==> src/rtl/mem_arb_pkg.sv <==
// Shared types and defaults for the two-port data-memory arbiter.
//   owner_t     : which port currently holds the lock (none / port 0 / port 1)
//   DEF_*       : default address width, data width and burst limit
//   port_owner  : maps a port index to its owner_t encoding
package mem_arb_pkg;

  typedef enum logic [1:0] {
    OWN_NONE = 2'd0,
    OWN_P0   = 2'd1,
    OWN_P1   = 2'd2
  } owner_t;

  localparam int unsigned DEF_A         = 8;
  localparam int unsigned DEF_W         = 8;
  localparam int unsigned DEF_MAX_BURST = 4;

  function automatic owner_t port_owner(input logic port);
    return port ? OWN_P1 : OWN_P0;
  endfunction

endpackage

==> src/rtl/mem_arbiter_rr_pick2.sv <==
// Combinational two-way round-robin grant with bounded lock hold.
//   req[1:0]  : per-port access requests
//   owner     : port currently holding the lock
//   last_gnt  : port granted most recently (ties go to the other one)
//   at_limit  : owner has used up its locked grants while contended
//   gnt[1:0]  : one-hot (or zero) grant, always a subset of req
module rr_pick2
  import mem_arb_pkg::*;
(
  input  logic [1:0] req,
  input  owner_t     owner,
  input  logic       last_gnt,
  input  logic       at_limit,
  output logic [1:0] gnt
);

  always_comb begin
    gnt = '0;
    // The lock only wins while the owner still requests and is either
    // uncontended or below its burst allowance.
    if (owner == OWN_P0 && req[0] && (!req[1] || !at_limit)) begin
      gnt = 2'b01;
    end else if (owner == OWN_P1 && req[1] && (!req[0] || !at_limit)) begin
      gnt = 2'b10;
    end else begin
      unique case (req)
        2'b01:   gnt = 2'b01;
        2'b10:   gnt = 2'b10;
        2'b11:   gnt = last_gnt ? 2'b01 : 2'b10;
        default: gnt = '0;
      endcase
    end
  end

endmodule

==> src/rtl/mem_arbiter.sv <==
// Two-requester arbiter in front of a single-port data memory.
// Port 0 is the core load/store path, port 1 the block-copy/DMA engine.
//   Clk, Reset           : rising-edge clock, async active-low reset
//   Req/We/Lock/Addr/Wdata (x2) : requester side access request
//   Gnt (x2)             : access performed this cycle (combinational)
//   Rvalid/Rdata (x2)    : registered read return, one cycle after grant
//   MemWriteEn/MemAddress/MemDataIn : memory command from the granted port
//   MemDataOut           : combinational memory read data
module mem_arbiter
  import mem_arb_pkg::*;
#(
  parameter int unsigned A        = DEF_A,
  parameter int unsigned W        = DEF_W,
  parameter int unsigned MaxBurst = DEF_MAX_BURST
) (
  input  logic         Clk,
  input  logic         Reset,

  input  logic         Req0,
  input  logic         We0,
  input  logic         Lock0,
  input  logic [A-1:0] Addr0,
  input  logic [W-1:0] Wdata0,
  output logic         Gnt0,
  output logic         Rvalid0,
  output logic [W-1:0] Rdata0,

  input  logic         Req1,
  input  logic         We1,
  input  logic         Lock1,
  input  logic [A-1:0] Addr1,
  input  logic [W-1:0] Wdata1,
  output logic         Gnt1,
  output logic         Rvalid1,
  output logic [W-1:0] Rdata1,

  output logic         MemWriteEn,
  output logic [A-1:0] MemAddress,
  output logic [W-1:0] MemDataIn,
  input  logic [W-1:0] MemDataOut
);

  // Counter needs to reach MaxBurst-1; keep at least one bit for MaxBurst=1.
  localparam int unsigned CW = (MaxBurst > 1) ? $clog2(MaxBurst) : 1;
  localparam logic [CW-1:0] BURST_LIMIT = CW'(MaxBurst - 1);

  owner_t        owner_q,     owner_d;
  logic          last_gnt_q,  last_gnt_d;
  logic [CW-1:0] burst_cnt_q, burst_cnt_d;
  logic          rvalid0_q,   rvalid0_d;
  logic          rvalid1_q,   rvalid1_d;
  logic [W-1:0]  rdata0_q,    rdata0_d;
  logic [W-1:0]  rdata1_q,    rdata1_d;

  logic          at_limit;
  logic [1:0]    pick_gnt;
  logic [1:0]    gnt;

  assign at_limit = (burst_cnt_q == BURST_LIMIT);

  rr_pick2 u_pick (
    .req      ({Req1, Req0}),
    .owner    (owner_q),
    .last_gnt (last_gnt_q),
    .at_limit (at_limit),
    .gnt      (pick_gnt)
  );

  // Grants are suppressed while reset is asserted so no write can commit
  // on an edge that falls inside the reset pulse.
  assign gnt  = Reset ? pick_gnt : '0;
  assign Gnt0 = gnt[0];
  assign Gnt1 = gnt[1];

  always_comb begin
    MemAddress = Addr0;
    MemDataIn  = Wdata0;
    MemWriteEn = 1'b0;
    if (gnt[1]) begin
      MemAddress = Addr1;
      MemDataIn  = Wdata1;
      MemWriteEn = We1;
    end else if (gnt[0]) begin
      MemWriteEn = We0;
    end
  end

  always_comb begin
    owner_d     = OWN_NONE;
    last_gnt_d  = last_gnt_q;
    burst_cnt_d = '0;
    rvalid0_d   = 1'b0;
    rvalid1_d   = 1'b0;
    rdata0_d    = rdata0_q;
    rdata1_d    = rdata1_q;

    if (gnt[0]) begin
      last_gnt_d = 1'b0;
      owner_d    = Lock0 ? OWN_P0 : OWN_NONE;
      if (owner_q == port_owner(1'b0)) begin
        burst_cnt_d = at_limit ? burst_cnt_q : burst_cnt_q + 1'b1;
      end
      if (!We0) begin
        rvalid0_d = 1'b1;
        rdata0_d  = MemDataOut;
      end
    end else if (gnt[1]) begin
      last_gnt_d = 1'b1;
      owner_d    = Lock1 ? OWN_P1 : OWN_NONE;
      if (owner_q == port_owner(1'b1)) begin
        burst_cnt_d = at_limit ? burst_cnt_q : burst_cnt_q + 1'b1;
      end
      if (!We1) begin
        rvalid1_d = 1'b1;
        rdata1_d  = MemDataOut;
      end
    end
  end

  always_ff @(posedge Clk or negedge Reset) begin
    if (!Reset) begin
      owner_q     <= OWN_NONE;
      last_gnt_q  <= 1'b1;
      burst_cnt_q <= '0;
      rvalid0_q   <= 1'b0;
      rvalid1_q   <= 1'b0;
      rdata0_q    <= '0;
      rdata1_q    <= '0;
    end else begin
      owner_q     <= owner_d;
      last_gnt_q  <= last_gnt_d;
      burst_cnt_q <= burst_cnt_d;
      rvalid0_q   <= rvalid0_d;
      rvalid1_q   <= rvalid1_d;
      rdata0_q    <= rdata0_d;
      rdata1_q    <= rdata1_d;
    end
  end

  assign Rvalid0 = rvalid0_q;
  assign Rvalid1 = rvalid1_q;
  assign Rdata0  = rdata0_q;
  assign Rdata1  = rdata1_q;

endmodule
==> config.mk <==
export PLATFORM = sky130hd
export DESIGN_NAME = mem_arbiter
export DESIGN_NICKNAME = d
export VERILOG_FILES = /design/src/rtl/mem_arb_pkg.sv /design/src/rtl/mem_arbiter_rr_pick2.sv /design/src/rtl/mem_arbiter.sv
export SDC_FILE = /design/constraint.sdc
export NUM_CORES = 1
export LEC_CHECK = 0
export ABC_CLOCK_PERIOD_IN_PS = 4650
export CAP_MARGIN = 20
export CORE_ASPECT_RATIO = 0.9
export CORE_MARGIN = 4
export CORE_UTILIZATION = 29
export DETAILED_ROUTE_END_ITERATION = 12
export MAX_ROUTING_LAYER = met4
export PLACE_DENSITY = 0.66
export SLEW_MARGIN = 40
export SYNTH_ARGS = -nofsm -noshare
export SYNTH_HDL_FRONTEND = slang
export SYNTH_SLANG_ARGS = --single-unit
==> constraint.sdc <==
create_clock -name Clk -period 4.65 [get_ports Clk]
set_input_delay 1.1625 -clock Clk [delete_from_list [all_inputs] [get_ports Clk]]
set_output_delay 1.1625 -clock Clk [all_outputs]
set_load 0.02 [all_outputs]
* Word-level counts from Yosys, hierarchy flattened
Cells that the tools add are included. W data, S select, Z words.
Storage, ports and cells: bits in registers 23, bits in latches 0, memory bits (writable) 0, memory bits (read-only) 0, input port bits 48, output and inout bits 37, logic and storage cells 54, memories kept 0
Cells by class: add/sub/neg operators 1, multiply operators 0, div/mod/pow operators 0, order comparisons 0, equality and inequality tests 6, shift-type cells 0, muxes and demuxes 25, bitwise logic cells 3, reduce and logical (&&, ||, !) cells 12
Operator list (number):
- $mux W2 | 12
- $mux W8 | 2
- $mux W1 | 10
- $eq A2 B2 Y1 const B | 4
- $pmux W2 S3 | 1
- $eq A2 B1 Y1 const B | 2
- $logic_and A1 B1 Y1 | 4
- $logic_not A1 Y1 | 3
- $not A1 Y1 | 3
- $reduce_and A3 Y1 | 1
- $add A2 B1 Y2 const B | 1
- $logic_or A1 B1 Y1 | 2
- $reduce_and A2 Y1 | 1
- $reduce_bool A2 Y1 | 1

* Depth between registers and ports, before layout
Gate-level depths: netlist of run 1.
word-level depth 9, gate-level depth with buffers 6

* By module
From an unflattened synthesis of run 1, not the netlist that was laid out.
Second synthesis, totals: cells, all modules 88, area total of the unflattened synthesis 1237.4 um^2
By module, submodules not included:
- mem_arbiter | times used 1, cells each 80, area an instance 1189.9 um^2
- rr_pick2 | times used 1, cells each 8, area an instance 47.5 um^2

* Worst setup path before layout of run 1
Ideal clock, no wire load.
path type in2out, from input Req1, to output MemWriteEn, data arrival time 2510 ps, required time 3488 ps, path slack 978 ps, cell stages on the path 4, buffers on the path 0, path through nor2b_1 > a311o_1 > a21boi_1 > a22o_1
Between the ends: word-level cells in the longest chain between the ends 7, elaborated cells on any way between the ends 14, those cells by class eq/ne (3); mux (6); reduce/logical (5)
Ends and longest elaborated chain:
- from (decl) | line mem_arbiter.sv:28 | input logic Req1,
- $eq A2 B2 Y1 (tied with other cells) | line mem_arbiter_rr_pick2.sv:26 | unique case (req)
- $pmux W2 S3 (tied with other cells) | line mem_arbiter_rr_pick2.sv:26
- $mux W2 / $logic_and A1 B1 Y1 (equally long branches) | line mem_arbiter_rr_pick2.sv:23, mem_arbiter_rr_pick2.sv:21
- $mux W2 * | line mem_arbiter_rr_pick2.sv:21 | if (owner == OWN_P0 && req[0] && (!req[1] || !at_limit)) begin
- $mux W2 * | line mem_arbiter.sv:71 | assign gnt = Reset ? pick_gnt : '0;
- via Gnt0 | line mem_arbiter.sv:24 | output logic Gnt0,
- $mux W1 * | line mem_arbiter.sv:83 | end else if (gnt[0]) begin
- $mux W1 * | line mem_arbiter.sv:79 | if (gnt[1]) begin
- to (decl) | line mem_arbiter.sv:37 | output logic MemWriteEn,
Mark *: on every way through the listed nets, which the timed path passes. The rest lies on a longest branch.

* Worst setup path in the final report of run 1
from input Req1, to output MemAddress[1]
Between the ends: word-level cells in the longest chain between the ends 6, elaborated cells on any way between the ends 13, those cells by class eq/ne (3); mux (5); reduce/logical (5)
Ends and longest elaborated chain:
- $eq A2 B2 Y1 (tied with other cells) | line mem_arbiter_rr_pick2.sv:26
- $pmux W2 S3 (tied with other cells) | line mem_arbiter_rr_pick2.sv:26
- $mux W2 / $logic_and A1 B1 Y1 (equally long branches) | line mem_arbiter_rr_pick2.sv:23, mem_arbiter_rr_pick2.sv:21
- $mux W2 * | line mem_arbiter_rr_pick2.sv:21
- $mux W2 * | line mem_arbiter.sv:71
- $mux W8 * | line mem_arbiter.sv:79
- to (decl) | line mem_arbiter.sv:38 | output logic [A-1:0] MemAddress,
Every way passes the cells marked *; elsewhere a longest branch is shown, timed or not.

==> flow_summary.yaml, run 1 <==
synthesis:
  ys_dominant_reg_cell: "dfrtp_1"
  async_flop_share_pct: 100.0
  ys_ff_latch: 23
  yosysWarnings: 0
  syn_nets: 132
  synth_edf_count: 0
  netlist_top_cells_count: "22 x dfrtp_1, 18 x mux2_1, 14 x mux2_4"
  synth_top_family_by_area: "multiplexers"
  synthDistinctLibCells: 23
  synth_area_leaders: "dfrtp_1 45%, mux2_4 17%, mux2_1 17%"
  synth.cell_area_sq_um: 1220
  synth_xor_area_share_pct: 0
  syn_avg_cell_area_sq_um: 14.52
  yosysMostFrequentCell: "dfrtp_1"
  synthAdderAreaFrac_pct: 0
  synthCells: 84
  ys_seq_area_share_pct: 47.28
  synth_compound_area_share_pct: 7.897
  yosysTopAreaCellShare_pct: 45.13
  synthSimpleGateAreaFrac_pct: 7.487
  synth_mux_area_share_pct: 33.85
  yosysTopAreaCell: "dfrtp_1"
power_and_ir_drop:
  p_leak_nw: 0.9345
  switching_share_pct: 30.97
  powerDensity_nw_per_um2: 321.5
  pwr-share-comb_pct: 45.3
  clkPwrFrac_pct: 16.6
  intPower_w: 0.0004862
  ir_drop_v: 0.0002204
  p_switching_w: 0.0002182
  p_seq_share_pct: 38.1
layout:
  syn2layout_area_growth_pct: 79.59
  layout-drive-gt1-share_pct: 16.09
  fin_util_pct: 53.78
  diodes: 0
  nets: 223
sta:
  slew_headroom_pct: 77.89
  fmax_mhz: 222.4
  period_minus_slack_ns: 4.497
  post-route-period-util_pct: 96.71
  skew_ns: 0.001108
  finalSetupTns_ns: 0
  slew_viol_final: 0
  tightestPinTransition_ns: 0.3308
  rsz0062_at_grt: "false"
  layout_setup_ws_ns: 0.1530
  finalHoldViolCount: 0
  setup_viol: 0
floorplan:
  row_count: 22
  core_sq_um: 4074
  die_area_sq_um: 5310
  fp.dieW_um: 76.37
  io_pins: 85
  fp.dieH_um: 69.53
  start_util_pct: 29.94
flow_run:
  max_cap_violations: 0
global_route:
  grt_pass1_wl_um: 5671
  grt_overflow: 0
  antenna_found_initial: 0
  grt_max_degree: 26
  track_usage_pct: 13.35
  grt_pass1_vias: 1165
drt:
  vias_per_cell: 4.793
  drtAntennaViolNets: 0
  dr_total_vias: 1064
  drt_wl_total_um: 3450
  dr.pass1.iters: 3
  met2_wirelength_um: 1683
  wl_met3_um: 337
  drt_iter0_markers: 29
  met1Wirelength_um: 1412
  topRoutingLayerUsed: "met4"
  route.detailed.drc: 0
  wl_per_cell_um: 15.54
clock_network:
  hold_buffers: 0
  clk_latency_ns: 0.25
  cts_max_path_buffers: 2
  cts_tree: "built"
  path_clk_slew_ns: 0.07
  post_cts_buffers: 0
  cts_root_buffer: "clkbuf_8"
  cts_buffers: 3
  htreeDepth: 1
  cts.sinks: 23
critical_path:
  critPathLaunchType: "input pin"
  cp.arrival_ns: 3.33
  crit_type: "in -> out"
  worst-path-max-fanout: 17
  worstPathRequired_ns: 3.49
  endpoint_kind: "output pin"
placement:
  dpl.hpwl_um: 2852
  portBuffers: 84
  place_ws_ns: 0.1477
  routabilityCongestion: 0.8430
min_path:
  hold_path.class: "reg -> reg"
status:
  status: "completed"
==> cell usage in the layout (no fill, tap or decap), types with 2 or more instances in the layout <==
cell type	netlist	routed
a311o_1	2	2
a32o_1	2	2
and2_1	2	2
buf_4	0	5
clkbuf_8	0	3
clkdlybuf4s50_1	0	82
dfrtp_1	22	22
dlymetal6s2s_1	0	2
mux2_1	18	18
mux2_4	14	14
nand2b_1	4	4
nor2b_1	3	3
==> timing repair <==
action,4_1_cts,5_1_grt
gates resized for setup,0,2
hold endpoints to repair,0,0
endpoints found under the setup margin,0,2
==> through the flow <==
step / std cells / power [W] / area, sq um / hold WS [ns]
after CTS: 222 / 0.0007158 / 2186 / 0.4929
after detailed placement: 218 / 0.0005950 / 2140 / 0.4764
final: 222 / 0.0007044 / 2191 / 0.4896
after global routing: 222 / 0.0007463 / 2191 / 0.5148
after floorplan: 84 / 0.0004178 / 1220 / 0.5256
after global placement: 218 / 0.0005881 / 2140 / 0.4668
==> worst max-delay path, stage by stage <==
cell and delay, ns:
clkdlybuf4s50_1 0.54, a21boi_0 0.20, a31oi_1 0.08, and3b_1 0.30
buf_12 0.19, mux2_4 0.31, clkdlybuf4s50_1 0.54
==> power by group through the flow <==
stage	sequential (W)	combinational, W	clock, W
after floorplan	0.000321	0.0000972	0
after global placement	0.000270	0.000318	0
after CTS	0.000270	0.000324	0.000122
after detailed placement	0.000273	0.000322	0
final	0.000269	0.000319	0.000117
after global routing	0.000276	0.000336	0.000134
==> cells by family (layout without fill, tap and decap cells) <==
| group | after synthesis | after routing |
|---|---|---|
| AOI/OAI and AO/OA | 10 | 10 |
| and+or+nand+nor | 14 | 14 |
| muxes | 32 | 32 |
| DFF | 23 | 23 |
| buffers and inverters | 5 | 95 |
==> state kept, by name, indices dropped and copies added, names as in the netlist <==
signal / cells
Rdata0: 8
Rdata1: 8
burst_cnt_q: 2
owner_q: 2
Rvalid0: 1
Rvalid1: 1
last_gnt_q: 1
==> cell type report <==
cell class,count,area [sq um]
sequential,23,576.8
inverter,1,3.754
clock inverter,1,5.005
fill,382,1883
clock buffer,3,41.29
multi-input combinational,56,600.6
timing repair buffer,90,903.4
tap,48,60.06
==> per-layer routing <==
layer / vias up / GRT usage, %
met2: 63 / 23.02
met3: 2 / 4.416
met5: - / -
met4: 0 / 2.414
met1: 513 / 15.28
li1: 486 / -
==> final timing paths <==
kind | slack, ns | depth (start not counted) | endpoint | start
max | 0.15 | 7 | MemAddress[1] | Req1
min | 0.49 | 1 | Rdata1[7]$_DFFE_PN0P_ | Rdata1[7]$_DFFE_PN0P_
max reg2reg | 2.86 | 4 | Rdata0[0]$_DFFE_PN0P_ | last_gnt_q$_DFFE_PN1P_
min reg2reg | 0.49 | 1 | Rdata1[7]$_DFFE_PN0P_ | Rdata1[7]$_DFFE_PN0P_
max in group asynchronous | 3.03 | 2 | last_gnt_q$_DFFE_PN1P_ | Reset
min in group asynchronous | 1.34 | 2 | Rdata1[2]$_DFFE_PN0P_ | Reset
(Power assumes the default switching activity.)
==> inputs of run 2 (changes only) <==
--- a/config.mk
+++ b/config.mk
@@ -9,10 +9,10 @@
 export CAP_MARGIN = 20
 export CORE_ASPECT_RATIO = 0.9
 export CORE_MARGIN = 4
-export CORE_UTILIZATION = 29
+export CORE_UTILIZATION = 37
 export DETAILED_ROUTE_END_ITERATION = 12
 export MAX_ROUTING_LAYER = met4
-export PLACE_DENSITY = 0.66
+export PLACE_DENSITY = 0.82
 export SLEW_MARGIN = 40
 export SYNTH_ARGS = -nofsm -noshare
 export SYNTH_HDL_FRONTEND = slang
==> constraint.sdc (replaced) <==
create_clock -name Clk -period 4.65 [get_ports Clk]
set_input_delay 0.93 -clock Clk [delete_from_list [all_inputs] [get_ports Clk]]
set_output_delay 0.93 -clock Clk [all_outputs]
set_load 0.02 [all_outputs]
==> run 2 against run 1 <==
Compared with the run above:
- worst setup slack better by 0.33 ns
- combinational power hardly changed
- cell count decreased by 3.6%
- clock skew increased by 0.0023 ns
==> flow_summary.yaml, run 2 (synthesized netlist as in run 1, its figures left out) <==
status:
  status: "completed"
placement:
  dp.cells: 210
  portBuffers: 84
  place_ws_ns: 0.4815
  routabilityCongestion: 0.7196
  dpl.hpwl_um: 2786
critical_path:
  crit_start: "Req0"
  crit_chain: "clkdlybuf4s50_1 -> inv_2 -> a311o_1 -> and3b_1 -> buf_12 -> mux2_1 -> clkdlybuf4s50_1"
  slowest_stage: "clkdlybuf4s50_1"
  critPathLaunchType: "input pin"
  reg2reg_to: "Rdata0[4]$_DFFE_PN0P_"
  critPathCapture: "MemAddress[7]"
  critical-path-max-stage-delay_ns: 0.54
  endpoint_kind: "output pin"
  r2r_slack_ns: 2.85
  cp.arrival_ns: 3.24
  crit_top_cell: "clkdlybuf4s50_1"
  worstPathRequired_ns: 3.72
  r2r_cells: 4
  worst-path-max-fanout: 17
  crit_type: "in -> out"
  path_buf_inv: 4
  cpLargestDelayFamily: "buffers and inverters"
  r2r-start: "last_gnt_q$_DFFE_PN1P_"
  cp.depth: 7
sta:
  slew_headroom_pct: 76.71
  setup_viol: 0
  rsz0062_at_grt: "false"
  fmax_mhz: 240.1
  post-route-period-util_pct: 89.59
  slew_viol_final: 0
  layout_setup_ws_ns: 0.4843
  skew_ns: 0.003373
  finalSetupTns_ns: 0
  period_minus_slack_ns: 4.166
  finalHoldViolCount: 0
  tightestPinTransition_ns: 0.3486
clock_network:
  cts_buffers: 3
  cts_tree: "built"
  cts_root_buffer: "clkbuf_8"
  path_clk_slew_ns: 0.07
  clk_latency_ns: 0.25
  post_cts_buffers: 0
  cts.sinks: 23
  hold_buffers: 0
  cts_max_path_buffers: 2
  post_cts_resize_count: 0
  htreeDepth: 1
drt:
  dr.pass1.iters: 4
  drt_iter0_markers: 15
  wl_per_cell_um: 15.55
  drt_wl_total_um: 3327
  route.detailed.drc: 0
  dr_total_vias: 1029
  drtAntennaViolNets: 0
  vias_per_cell: 4.808
global_route:
  grt_pass1_wl_um: 5188
  grt_max_degree: 27
  grt_pass1_vias: 1136
  antenna_found_initial: 0
  grt_overflow: 0
  track_usage_pct: 15.91
floorplan:
  row_count: 19
  fp.dieH_um: 62.48
  die_area_sq_um: 4281
  start_util_pct: 39.17
  core_sq_um: 3114
  fp.dieW_um: 68.53
  io_pins: 85
layout:
  nets: 221
  diodes: 0
  final_cells: 214
  final_common_cell: "clkdlybuf4s50_1"
  layout_common_cells: "84 x clkdlybuf4s50_1, 22 x dfrtp_1, 18 x mux2_1"
  layout-drive-gt1-share_pct: 14.53
  syn2layout_area_growth_pct: 77.23
power_and_ir_drop:
  powerDensity_nw_per_um2: 324.4
  p_leak_nw: 0.9041
  ir_drop_v: 0.0002631
flow_run:
  max_cap_violations: 0
min_path:
  hold_path.class: "reg -> reg"
-- run 2: cell count changes in the layout (fill, tap and decap cells not counted), sizes merged --
cell           change
clkbuf             +1
clkdlybuf4s50      +2
buf                -2
dlymetal6s2s       -2
clkinv             -1
-- run 2: worst min path at each step --
| stage | from | to | slack (ns) | cells after the start |
|---|---|---|---|---|
| after floorplan | last_gnt_q$_DFFE_PN1P_ | last_gnt_q$_DFFE_PN1P_ | 0.53 | 1 |
| after global placement | Rdata1[2]$_DFFE_PN0P_ | Rdata1[2]$_DFFE_PN0P_ | 0.47 | 1 |
| after detailed placement | Rdata0[7]$_DFFE_PN0P_ | Rdata0[7]$_DFFE_PN0P_ | 0.48 | 1 |
| after CTS | Rdata0[7]$_DFFE_PN0P_ | Rdata0[7]$_DFFE_PN0P_ | 0.49 | 1 |
| final | Rdata0[7]$_DFFE_PN0P_ | Rdata0[7]$_DFFE_PN0P_ | 0.49 | 1 |
| after global routing | Rdata0[7]$_DFFE_PN0P_ | Rdata0[7]$_DFFE_PN0P_ | 0.52 | 1 |
-- run 2: final cells by class --
| cell class | count | area, sq um |
|---|---|---|
| sequential | 23 | 576.8 |
| multi-input combinational | 56 | 600.6 |
| tap | 42 | 52.55 |
| inverter | 1 | 3.754 |
| fill | 239 | 952.2 |
| timing repair buffer | 88 | 883.3 |
| clock buffer | 4 | 45.04 |
-- run 2: per-layer routing --
layer / part of all wire, % / vias up / wire (um) / global-route usage (%)
met5: 0 / - / 0 / -
met3: 15 / 0 / 499 / 5.755
met4: 0 / 0 / 0 / 3.722
li1: - / 481 / - / -
met1: 38 / 486 / 1268 / 16.70
met2: 47 / 62 / 1558 / 27.65
-- run 2: power by group --
group / switching, W / internal, W / total, W
registers: 0.0000230 / 0.000246 / 0.000269
logic: 0.000136 / 0.000180 / 0.000317
clock network: 0.0000552 / 0.0000609 / 0.000116
total: 0.000215 / 0.000487 / 0.000701
-- run 2: metrics by stage --
| stage | power [W] | instance area, sq um | utilization (%) | hold WS [ns] |
|---|---|---|---|---|
| floorplan | 0.0004178 | 1220 | - | 0.5256 |
| global placement | 0.0005839 | 2117 | 67.98 | 0.4697 |
| detailed placement | 0.0005918 | 2117 | 67.98 | 0.4765 |
| CTS | 0.0007116 | 2162 | 69.43 | 0.4939 |
| global route | 0.0007455 | 2162 | 69.43 | 0.5168 |
| finish | 0.0007013 | 2162 | 69.43 | 0.4869 |
==> patch (settings of run 1) <==
Take the reset off `rdata0_q` and `rdata1_q` and load them in a clocked block of their own.
--- a/src/rtl/mem_arbiter.sv
+++ b/src/rtl/mem_arbiter.sv
@@ -124,17 +124,18 @@
       burst_cnt_q <= '0;
       rvalid0_q   <= 1'b0;
       rvalid1_q   <= 1'b0;
-      rdata0_q    <= '0;
-      rdata1_q    <= '0;
     end else begin
       owner_q     <= owner_d;
       last_gnt_q  <= last_gnt_d;
       burst_cnt_q <= burst_cnt_d;
       rvalid0_q   <= rvalid0_d;
       rvalid1_q   <= rvalid1_d;
-      rdata0_q    <= rdata0_d;
-      rdata1_q    <= rdata1_d;
     end
+  end
+
+  always_ff @(posedge Clk) begin
+    rdata0_q <= rdata0_d;
+    rdata1_q <= rdata1_d;
   end
 
   assign Rvalid0 = rvalid0_q;
Behaviour: differs if Reset is asserted again (counterexample within 4 cycles, from zero or initial values and one cycle with Reset low); with Reset held inactive, the same outputs for 10 cycles.
==> patch against run 1 <==
  * Critical endpoint is now MemDataIn[0]
  * Global-route usage shrank 1.4 points
  * Setup slack gained 27 ps
  * Synthesized area shrank 8.9%
  * Core utilization grew 2.3 points
  * Cell area shrank 5.2%
  * Wire length shrank 12%
  * Non-clock buffer count shrank 3
  * Sequential cell count is the same
Power is not compared: it rests on default switching activity, and its combinational part moved more than twofold at a synthesized area within 25%.
==> patch: results (changes against run 1) <==
status:
  run_status: "finished clean"  # unchanged
yosys:
  yosys.cell_types.count: 23  # unchanged
  synth_nets: 117  # was 132
  yosysTopAreaCell: "edfxtp_1"  # was dfrtp_1
  ys_seq_area_share_pct: 59.1  # was 47.3%
  synth_edf_count: 16  # was 0
  synth_area_leaders: "edfxtp_1, mux2_4, dfrtp_1"  # was dfrtp_1, mux2_4, mux2_1
  async_flop_share_pct: 30.4  # was 100%
  syn_inst: 69  # was 84
  yosys-top-cells-count: "edfxtp_1, mux2_4, dfrtp_1"  # was dfrtp_1, mux2_1, mux2_4
finish:
  diodes: 0  # unchanged
  drive_above_1_share_pct: 17.7  # was 16.1%
  nNetsFinal: 207  # was 223
  stdcell_count: 204  # was 222
grt:
  grt_pass1_wl_mm: 4.26  # was 5.67 mm
  grt_max_degree: 14  # was 26
  grt_pass1_vias: 893  # was 1165
  grtUsageTotal_pct: 12.0  # was 13.3%
place:
  gp_congestion: 0.823  # was 0.843
  hpwl_mm: 2.66  # was 2.85 mm
min_path:
  hp-class: "reg2reg"  # unchanged
drt:
  drt-pass1-iter-count: 2  # was 3
  drtIter0Drc: 31  # was 29
  vias: 905  # was 1064
  wirelength_mm: 3.04  # was 3.45 mm
clock_network:
  path_clk_slew_ps: 70  # about the same
  cts_setup_buffers: 0  # unchanged
  clk_latency_ps: 250  # about the same
critical_path:
  arrival_ps: 3310  # was 3330 ps
  crit_fanout: 11  # was 17
sta:
  finClkSkew_ps: 3.45  # was 1.11 ps
  tightestPinTransition_ps: 610  # was 331 ps
==> patch: cell count changes in the layout (fill, tap and decap cells not counted), moves of 3 or more <==
cell	delta
dfrtp_1	-16
nor2b_1	-3
inv_1	+3
nand2b_1	-4
edfxtp_1	+16
mux2_1	-18
nand2_1	+4
==> patch: logic make-up (layout without fill, tap and decap cells) <==
| kind of cell | after synthesis | after routing | synth area share, % |
|---|---|---|---|
| AOI/OAI and AO/OA | 7 | 7 | 6.31 |
| buffers and inverters | 5 | 94 | 3.04 |
| muxes | 16 | 16 | 21.6 |
| DFF | 23 | 23 | 59.1 |
| and+or+nand+nor | 18 | 18 | 9.91 |
==> patch: area by class of cell <==
class                   count  area, um2
fillers                   321       1630
repair buffers             87        863
flip-flops and latches     23        657
multi-input cells          41        442
well taps                  46       57.6
clock buffers               3       41.3
inverters                   3       11.3
clock inverters             1       5.00
==> patch: power by group <==
group,switching (mW),internal [mW],total [mW]
logic,0.0614,0.0936,0.155
registers,0.00435,0.230,0.234
clock network,0.0547,0.0595,0.114
==> patch: per-layer routing <==
| metal | global-route usage [%] | vias to the layer above | part of all wire, % |
|---|---|---|---|
| li1 | - | 446 | - |
| met2 | 20.6 | 19 | 57 |
| met4 | 3.69 | 0 | 1.4 |
| met3 | 3.17 | 4 | 3.2 |
| met5 | - | - | 0 |
| met1 | 13.6 | 436 | 38 |
==> patch: path summary, 6_finish.rpt <==
check / startpoint / to / slack, ps / depth (start not counted)
max reg2reg: owner_q[1] / Rdata0[7] / 2700 / 4
min reg2reg: last_gnt_q / last_gnt_q / 530 / 1
max in group asynchronous: Reset / last_gnt_q / 3210 / 2
min: last_gnt_q / last_gnt_q / 530 / 1
max: Req0 / MemDataIn[0] / 180 / 7
min in group asynchronous: Reset / Rvalid0 / 1220 / 2
==> patch: per-stage QoR <==
stage	worst slack, ps	area (um2)	util, %	hold slack [ps]	total power [mW]
after global placement	251	2020	54.6	517	0.392
after CTS	168	2080	56.1	535	0.512
after detailed placement	162	2030	54.8	524	0.395
final	180	2080	56.1	532	0.503
after floorplan	1380	1110	-	506	0.307
after global routing	77.5	2080	56.1	545	0.532
==> patch: critical path, stage by stage <==
cell	delay, ps
clkdlybuf4s50_1	540
nand3b_1	110
a31oi_2	340
nor3_4	80
buf_4	210
mux2_4	300
clkdlybuf4s50_1	550
